## config.mk

```make
export PLATFORM = sky130hd
export DESIGN_NAME = countdown_timer_flat
export DESIGN_NICKNAME = d
export VERILOG_FILES = /design/src/rtl/countdown_timer_if.sv /design/src/rtl/countdown_timer.sv /design/src/flat_wrapper.sv
export SDC_FILE = /design/constraint.sdc
export NUM_CORES = 1
export LEC_CHECK = 0
export ABC_AREA = 1
export CORE_UTILIZATION = 45
export CTS_CLUSTER_DIAMETER = 30
export DETAILED_ROUTE_END_ITERATION = 16
export PLACE_DENSITY = 0.8
export SLEW_MARGIN = 10
export SYNTH_ARGS = -nofsm -noshare
export SYNTH_HDL_FRONTEND = slang
export SYNTH_SLANG_ARGS = --single-unit
```

## constraint.sdc

```tcl
create_clock -name clk_out -period 3.4 [get_ports clk_out]
set_clock_uncertainty 0.2 [all_clocks]
set_input_delay 0.68 -clock clk_out [delete_from_list [all_inputs] [get_ports clk_out]]
set_output_delay 0.68 -clock clk_out [all_outputs]
set_load 0.005 [all_outputs]
```

## src/rtl/countdown_timer_if.sv

```systemverilog
// countdown_timer_if: control inputs and BCD/status outputs of the countdown timer
interface countdown_timer_if;
  logic       tick;
  logic       load;
  logic [3:0] set_h1;
  logic [3:0] set_h0;
  logic [3:0] set_m1;
  logic [3:0] set_m0;
  logic       start;
  logic       pause;
  logic [3:0] h1;
  logic [3:0] h0;
  logic [3:0] m1;
  logic [3:0] m0;
  logic       running;
  logic       done;
  logic       alarm;
  logic       err;
  modport master (
    output tick, load, set_h1, set_h0, set_m1, set_m0, start, pause,
    input  h1, h0, m1, m0, running, done, alarm, err
  );
  modport slave (
    input  tick, load, set_h1, set_h0, set_m1, set_m0, start, pause,
    output h1, h0, m1, m0, running, done, alarm, err
  );
endinterface

```

## src/rtl/countdown_timer.sv

```systemverilog
// countdown_timer: HH:MM BCD countdown with load/start/pause control and alarm at 00:00
module countdown_timer (
  input  logic               clk_out,
  input  logic               rst,
  countdown_timer_if.slave   bus
);
  typedef enum logic [1:0] {IDLE, RUN, PAUSE, DONE} state_t;
  state_t     state;
  logic [3:0] h1, h0, m1, m0;
  logic [3:0] nh1, nh0, nm1, nm0;
  logic       b1, b2, valid, zero, dec_zero;
  logic       running, done, alarm, err;
  assign valid = !(bus.set_h1 > 4'd2 || (bus.set_h1 == 4'd2 && bus.set_h0 > 4'd3) ||
                   bus.set_h0 > 4'd9 || bus.set_m1 > 4'd5 || bus.set_m0 > 4'd9);
  assign zero = {h1, h0, m1, m0} == 16'd0;
  // borrow ripples m0 -> m1 -> h0 -> h1
  always_comb begin
    b1 = m0 == 4'd0;
    b2 = b1 && m1 == 4'd0;
    nm0 = b1 ? 4'd9 : m0 - 4'd1;
    nm1 = b1 ? (m1 == 4'd0 ? 4'd5 : m1 - 4'd1) : m1;
    nh0 = b2 ? (h0 == 4'd0 ? 4'd9 : h0 - 4'd1) : h0;
    nh1 = (b2 && h0 == 4'd0) ? h1 - 4'd1 : h1;
    dec_zero = {nh1, nh0, nm1, nm0} == 16'd0;
  end
  always_ff @(posedge clk_out or posedge rst) begin
    if (rst) begin
      state <= IDLE;
      {h1, h0, m1, m0} <= 16'd0;
      running <= 1'b0;
      done <= 1'b0;
      alarm <= 1'b0;
      err <= 1'b0;
    end else begin
      done <= 1'b0;
      err <= 1'b0;
      case (state)
        IDLE: begin
          if (bus.load) begin
            if (valid) {h1, h0, m1, m0} <= {bus.set_h1, bus.set_h0, bus.set_m1, bus.set_m0};
            else err <= 1'b1;
          end else if (bus.start && !zero) begin
            state <= RUN;
            running <= 1'b1;
          end
        end
        RUN: begin
          if (bus.tick) {h1, h0, m1, m0} <= {nh1, nh0, nm1, nm0};
          if (bus.tick && dec_zero) begin
            state <= DONE;
            running <= 1'b0;
            done <= 1'b1;
            alarm <= 1'b1;
          end else if (bus.pause) begin
            state <= PAUSE;
            running <= 1'b0;
          end
        end
        PAUSE: begin
          if (bus.load) begin
            if (valid) begin
              {h1, h0, m1, m0} <= {bus.set_h1, bus.set_h0, bus.set_m1, bus.set_m0};
              state <= IDLE;
            end else err <= 1'b1;
          end else if (bus.start) begin
            state <= RUN;
            running <= 1'b1;
          end
        end
        default: begin
          if (bus.load) begin
            if (valid) begin
              {h1, h0, m1, m0} <= {bus.set_h1, bus.set_h0, bus.set_m1, bus.set_m0};
              state <= IDLE;
              alarm <= 1'b0;
            end else err <= 1'b1;
          end else if (bus.start) begin
            state <= IDLE;
            alarm <= 1'b0;
          end
        end
      endcase
    end
  end
  assign bus.h1 = h1;
  assign bus.h0 = h0;
  assign bus.m1 = m1;
  assign bus.m0 = m0;
  assign bus.running = running;
  assign bus.done = done;
  assign bus.alarm = alarm;
  assign bus.err = err;
endmodule

```

## src/flat_wrapper.sv

```systemverilog
// flat-port wrapper written by rule: the top's interface ports become plain ports
module countdown_timer_flat 
  (clk_out, rst, bus_tick, bus_load, bus_set_h1, bus_set_h0, bus_set_m1, bus_set_m0, bus_start, bus_pause, bus_h1, bus_h0, bus_m1, bus_m0, bus_running, bus_done, bus_alarm, bus_err);
  countdown_timer_if bus_i ();
  input  logic clk_out;
  input  logic rst;
  input wire logic [$bits(bus_i.tick)-1:0] bus_tick;
  input wire logic [$bits(bus_i.load)-1:0] bus_load;
  input wire logic [$bits(bus_i.set_h1)-1:0] bus_set_h1;
  input wire logic [$bits(bus_i.set_h0)-1:0] bus_set_h0;
  input wire logic [$bits(bus_i.set_m1)-1:0] bus_set_m1;
  input wire logic [$bits(bus_i.set_m0)-1:0] bus_set_m0;
  input wire logic [$bits(bus_i.start)-1:0] bus_start;
  input wire logic [$bits(bus_i.pause)-1:0] bus_pause;
  output wire logic [$bits(bus_i.h1)-1:0] bus_h1;
  output wire logic [$bits(bus_i.h0)-1:0] bus_h0;
  output wire logic [$bits(bus_i.m1)-1:0] bus_m1;
  output wire logic [$bits(bus_i.m0)-1:0] bus_m0;
  output wire logic [$bits(bus_i.running)-1:0] bus_running;
  output wire logic [$bits(bus_i.done)-1:0] bus_done;
  output wire logic [$bits(bus_i.alarm)-1:0] bus_alarm;
  output wire logic [$bits(bus_i.err)-1:0] bus_err;
  assign bus_i.tick = bus_tick;
  assign bus_i.load = bus_load;
  assign bus_i.set_h1 = bus_set_h1;
  assign bus_i.set_h0 = bus_set_h0;
  assign bus_i.set_m1 = bus_set_m1;
  assign bus_i.set_m0 = bus_set_m0;
  assign bus_i.start = bus_start;
  assign bus_i.pause = bus_pause;
  assign bus_h1 = bus_i.h1;
  assign bus_h0 = bus_i.h0;
  assign bus_m1 = bus_i.m1;
  assign bus_m0 = bus_i.m0;
  assign bus_running = bus_i.running;
  assign bus_done = bus_i.done;
  assign bus_alarm = bus_i.alarm;
  assign bus_err = bus_i.err;
  countdown_timer u_core (.clk_out(clk_out), .rst(rst), .bus(bus_i));
endmodule
```

==> results.txt <==
----------------------------------------------------
[Logic synthesis]
  Main area contributors after synthesis ... dfrtp_1 (35%), nand2_1 (12%), inv_1 (6.7%)
  Number of instances in the synthesized netlist ... 230
  Largest area contributor in the synthesized netlist ... dfrtp_1
  Post-synthesis net count ... 254
  Share of the yosys chip area belonging to registers ... 0.349
  Total standard cell area after synthesis ... 1580 um2
  Number of warning messages in the yosys log ... 0
  Synthesis-stage register bit count ... 22
  Yosys top cell area share ... 0.349
  Mean Syn Cell Area ... 6.85 um2
  Library cells used by synthesis ... 33

[Cells and area]
  Non-Filler Instances ... 317
  Filler Cells Inserted ... 314
  Area growth syn-to-layout ... 31.3%
  Highest-count cells in the layout ignoring fill and taps ... nand2_1 (51), clkdlybuf4s50_1 (41), inv_1 (28), nor2_1 (28), dfrtp_1 (22)
  Layout cells sized above 1 ... 0.0923
  Net count reported at finish ... between 200 and 300
  Most common cell after layout, fill and taps aside ... nand2_1
  Design Area, Final ... 2070 um2
  Count of inserted antenna diode cells ... 0

[Setup path]
  Worst-path fanout max ... 29
  Crit Path Category ... in -> reg
  Cell occurring most often along the worst timing path ... nand2_1
  Endpoint type of the worst setup path ... register
  CP max stage delay ... ~0.41 ns
  Data arrival time of the worst path ... ~2.4 ns
  Ordered cell list for the critical path ... clkdlybuf4s50_1, or2_1, nor2_1, and3_1, nand2_1, inv_1, nand3_1, nand2_1, buf_4, o221ai_1, o21ai_0
  Cell with the largest stage delay on the worst path ... clkdlybuf4s50_1
  Required @ worst endpoint ... 3.45 ns
  Startpoint kind of the worst setup timing path ... input pin

[Floorplan]
  Initial Utilization ... 0.472
  Floorplan die area ... 3740 um2
  Number of placed I/O pins ... 42
  Die Ht ... 61.2 um
  Area inside the core boundary ... 3340 um2
  Core Rows ... 21
  DIE WIDTH ... between 60 and 70 um

[Timing]
  Unrepaired setup endpoints after global routing ... false
  Count of endpoints failing hold in the final timing report ... 0
  Final critical-path setup slack ... 1.08 ns
  Fmax achieved ... 432 MHz
  Period utilisation layout ... 0.681
  Measured slew at the worst slew-check pin ... ~0.83 ns
  Final critical delay including setup and external delays ... 2.32 ns
  Setup Total Neg Slack ... 0 ns
  Finish-stage setup viols ... 0
  Final max-slew violation count ... 0
  Worst slew margin relative to its limit ... 0.444

[Placement]
  Number of placed cells counting well taps ... around 310
  Final GP Congestion ... 0.830
  Instance area after placement ... between 2000 and 2500 um2
  Count of port buffers added during placement ... 41
  Placement Setup Slack ... 0.741 ns
  HPWL after detailed placement ... 2860 um

[CTS]
  Clk_lat worst skew ... 0.33 ns
  Number of clock buffers inserted by TritonCTS ... 3
  Post-CTS Hold Fix Bufs ... 0
  Total clock sinks ... 22
  CTS tree ... built
  Clock H-tree levels ... 1
  Number of setup buffers added after CTS ... 0
  Clk slew on worst S/H paths ... 0.12 ns
  Cell at the root of the clock tree ... clkbuf_4
  Post_cts resized ... 0
  Buffers from clock root to sink, at most ... 2

[Power]
  Cell Pwr Density ... 779 nW/um2
  Combinational share of power ... 0.590
  Largest voltage drop on the vdd net ... 0.000385 V
  Proportion of total power due to net switching ... 0.464
  Sequential share of power ... 0.314
  Clock group share of total power ... 0.096
  Reported net switching power ... ~0.75 mW
  Cell leakage power ... 0.995 nW
  Cell-internal power ... 0.864 mW

[Flow run]
  Maximum Capacitance Violations ... 0

[Route]
  Via count ... 1626
  Routed length per placed instance ... ~12 um
  Number of DRC violations after detailed routing ... 0
  Routed vias/inst ... ~5
  Drt pass-1 iters ... 4
  Aggregate routed wire length ... 3890 um
  Violation count after the first detailed-route iteration ... 70
  Final ANT Viol Nets ... 0

[Global route]
  Global-route usage over all layers ... 0.224
  Wire length of the first global-routing pass ... 6130 um
  Number of global-route vias before repair ... roughly 1400
  Initial antenna violation count ... 0
  Maximum number of pins on one net before global-route repair ... 30
  Total overflow reported by the global router ... 0

[Worst hold path]
  Type of the tightest min-delay check ... reg -> reg

[Outcome]
  Run status ... completed

----------------------------------------------------
-- final timing paths --
| check | start | endpoint | slack (ns) | depth (start not counted) |
|---|---|---|---|---|
| max | bus_set_h1[2] | u_core.bus.m0[1] | 1.08 | 11 |
| min in group asynchronous | rst | u_core.bus.m1[1] | 0.60 | 2 |
| max in group asynchronous | rst | u_core.bus.alarm | 1.87 | 2 |
| max reg2reg | u_core.state[0] | u_core.bus.m0[1] | 1.19 | 9 |
| min reg2reg | u_core.bus.running | u_core.bus.running | 0.29 | 2 |
| min | u_core.bus.running | u_core.bus.running | 0.29 | 2 |
-- sequential cells by signal (all words and copies together), names as in the netlist --
name,flops
u_core.bus.m1,4
u_core.bus.err,1
u_core.bus.h1,4
u_core.bus.h0,4
u_core.state,2
u_core.bus.running,1
u_core.bus.done,1
u_core.bus.m0,4
u_core.bus.alarm,1
-- layout make-up --
class,instances,area (um2),share of cell area
clock buffer,4,36.3,0.0175
inverter,31,116,0.0562
multi-input combinational,171,883,0.427
sequential,22,551,0.266
tap,46,57.6,0.0278
timing repair buffer,43,425,0.206
-- layer usage --
layer	GRT usage	part of all wire
met1	0.286	0.47
met2	0.362	0.46
met4	0.104	0.020
met5	0	0
met3	0.0483	0.047
-- worst max-delay path: cells and delay by family --
| kind | cells | cell delay, ns |
|---|---|---|
| AOI/OAI and AO/OA | 2 | 0.25 |
| and+or+nand+nor | 6 | 0.66 |
| buffers and inverters | 3 | 0.77 |
-- power by group through the flow --
stage | clock network, mW | logic [mW] | registers (mW)
floorplan | 0 | 0.602 | 0.494
global placement | 0 | 0.934 | 0.504
detailed placement | 0 | 0.948 | 0.508
CTS | 0.154 | 0.953 | 0.504
global route | 0.163 | 1.07 | 0.521
finish | 0.154 | 0.951 | 0.506
-- metrics by stage --
stage / hold WS, ns / utilization / total power [mW]
2_1_floorplan: 0.264 / - / 1.10
3_3_place_gp: 0.259 / 0.609 / 1.44
3_5_place_dp: 0.270 / 0.609 / 1.46
4_1_cts: 0.299 / 0.620 / 1.61
5_1_grt: 0.327 / 0.620 / 1.76
6_report: 0.291 / 0.620 / 1.61
-- cells by family after synthesis --
kind of cell             count (synthesis)  synth area share
AO/OA/AOI/OAI                           42             0.160
XOR/XNOR                                 3            0.0167
adder cells (fa/ha/maj)                  2            0.0159
buffers and inverters                   37            0.0905
flip-flops                              22             0.349
AND/OR/NAND/NOR                        124             0.367
-- synthesized netlist by cell type --
library cell and n:
dfrtp_1 22, clkbuf_1 3, nor2_2 4, ha_1 2, xor2_1 3, o21ai_0 18
and3_1 1, nor2_1 28, a211oi_1 1, nor3_1 4, nand2_2 9, inv_2 1
o21ai_2 1, nand2_1 51, nand3_1 18, nor2_4 1, o211ai_1 5, inv_1 28
a21oi_1 4, o22ai_1 2, o21ba_1 1, buf_2 3, o21a_1 1, o21ai_1 2
clkinv_1 2, a31oi_1 5, o221ai_1 1, nor2_8 1, or2_1 1, and2_1 1
nand2_4 2, o32ai_1 1, nand4_1 3
Note: power is estimated with default switching activity, not from simulation.
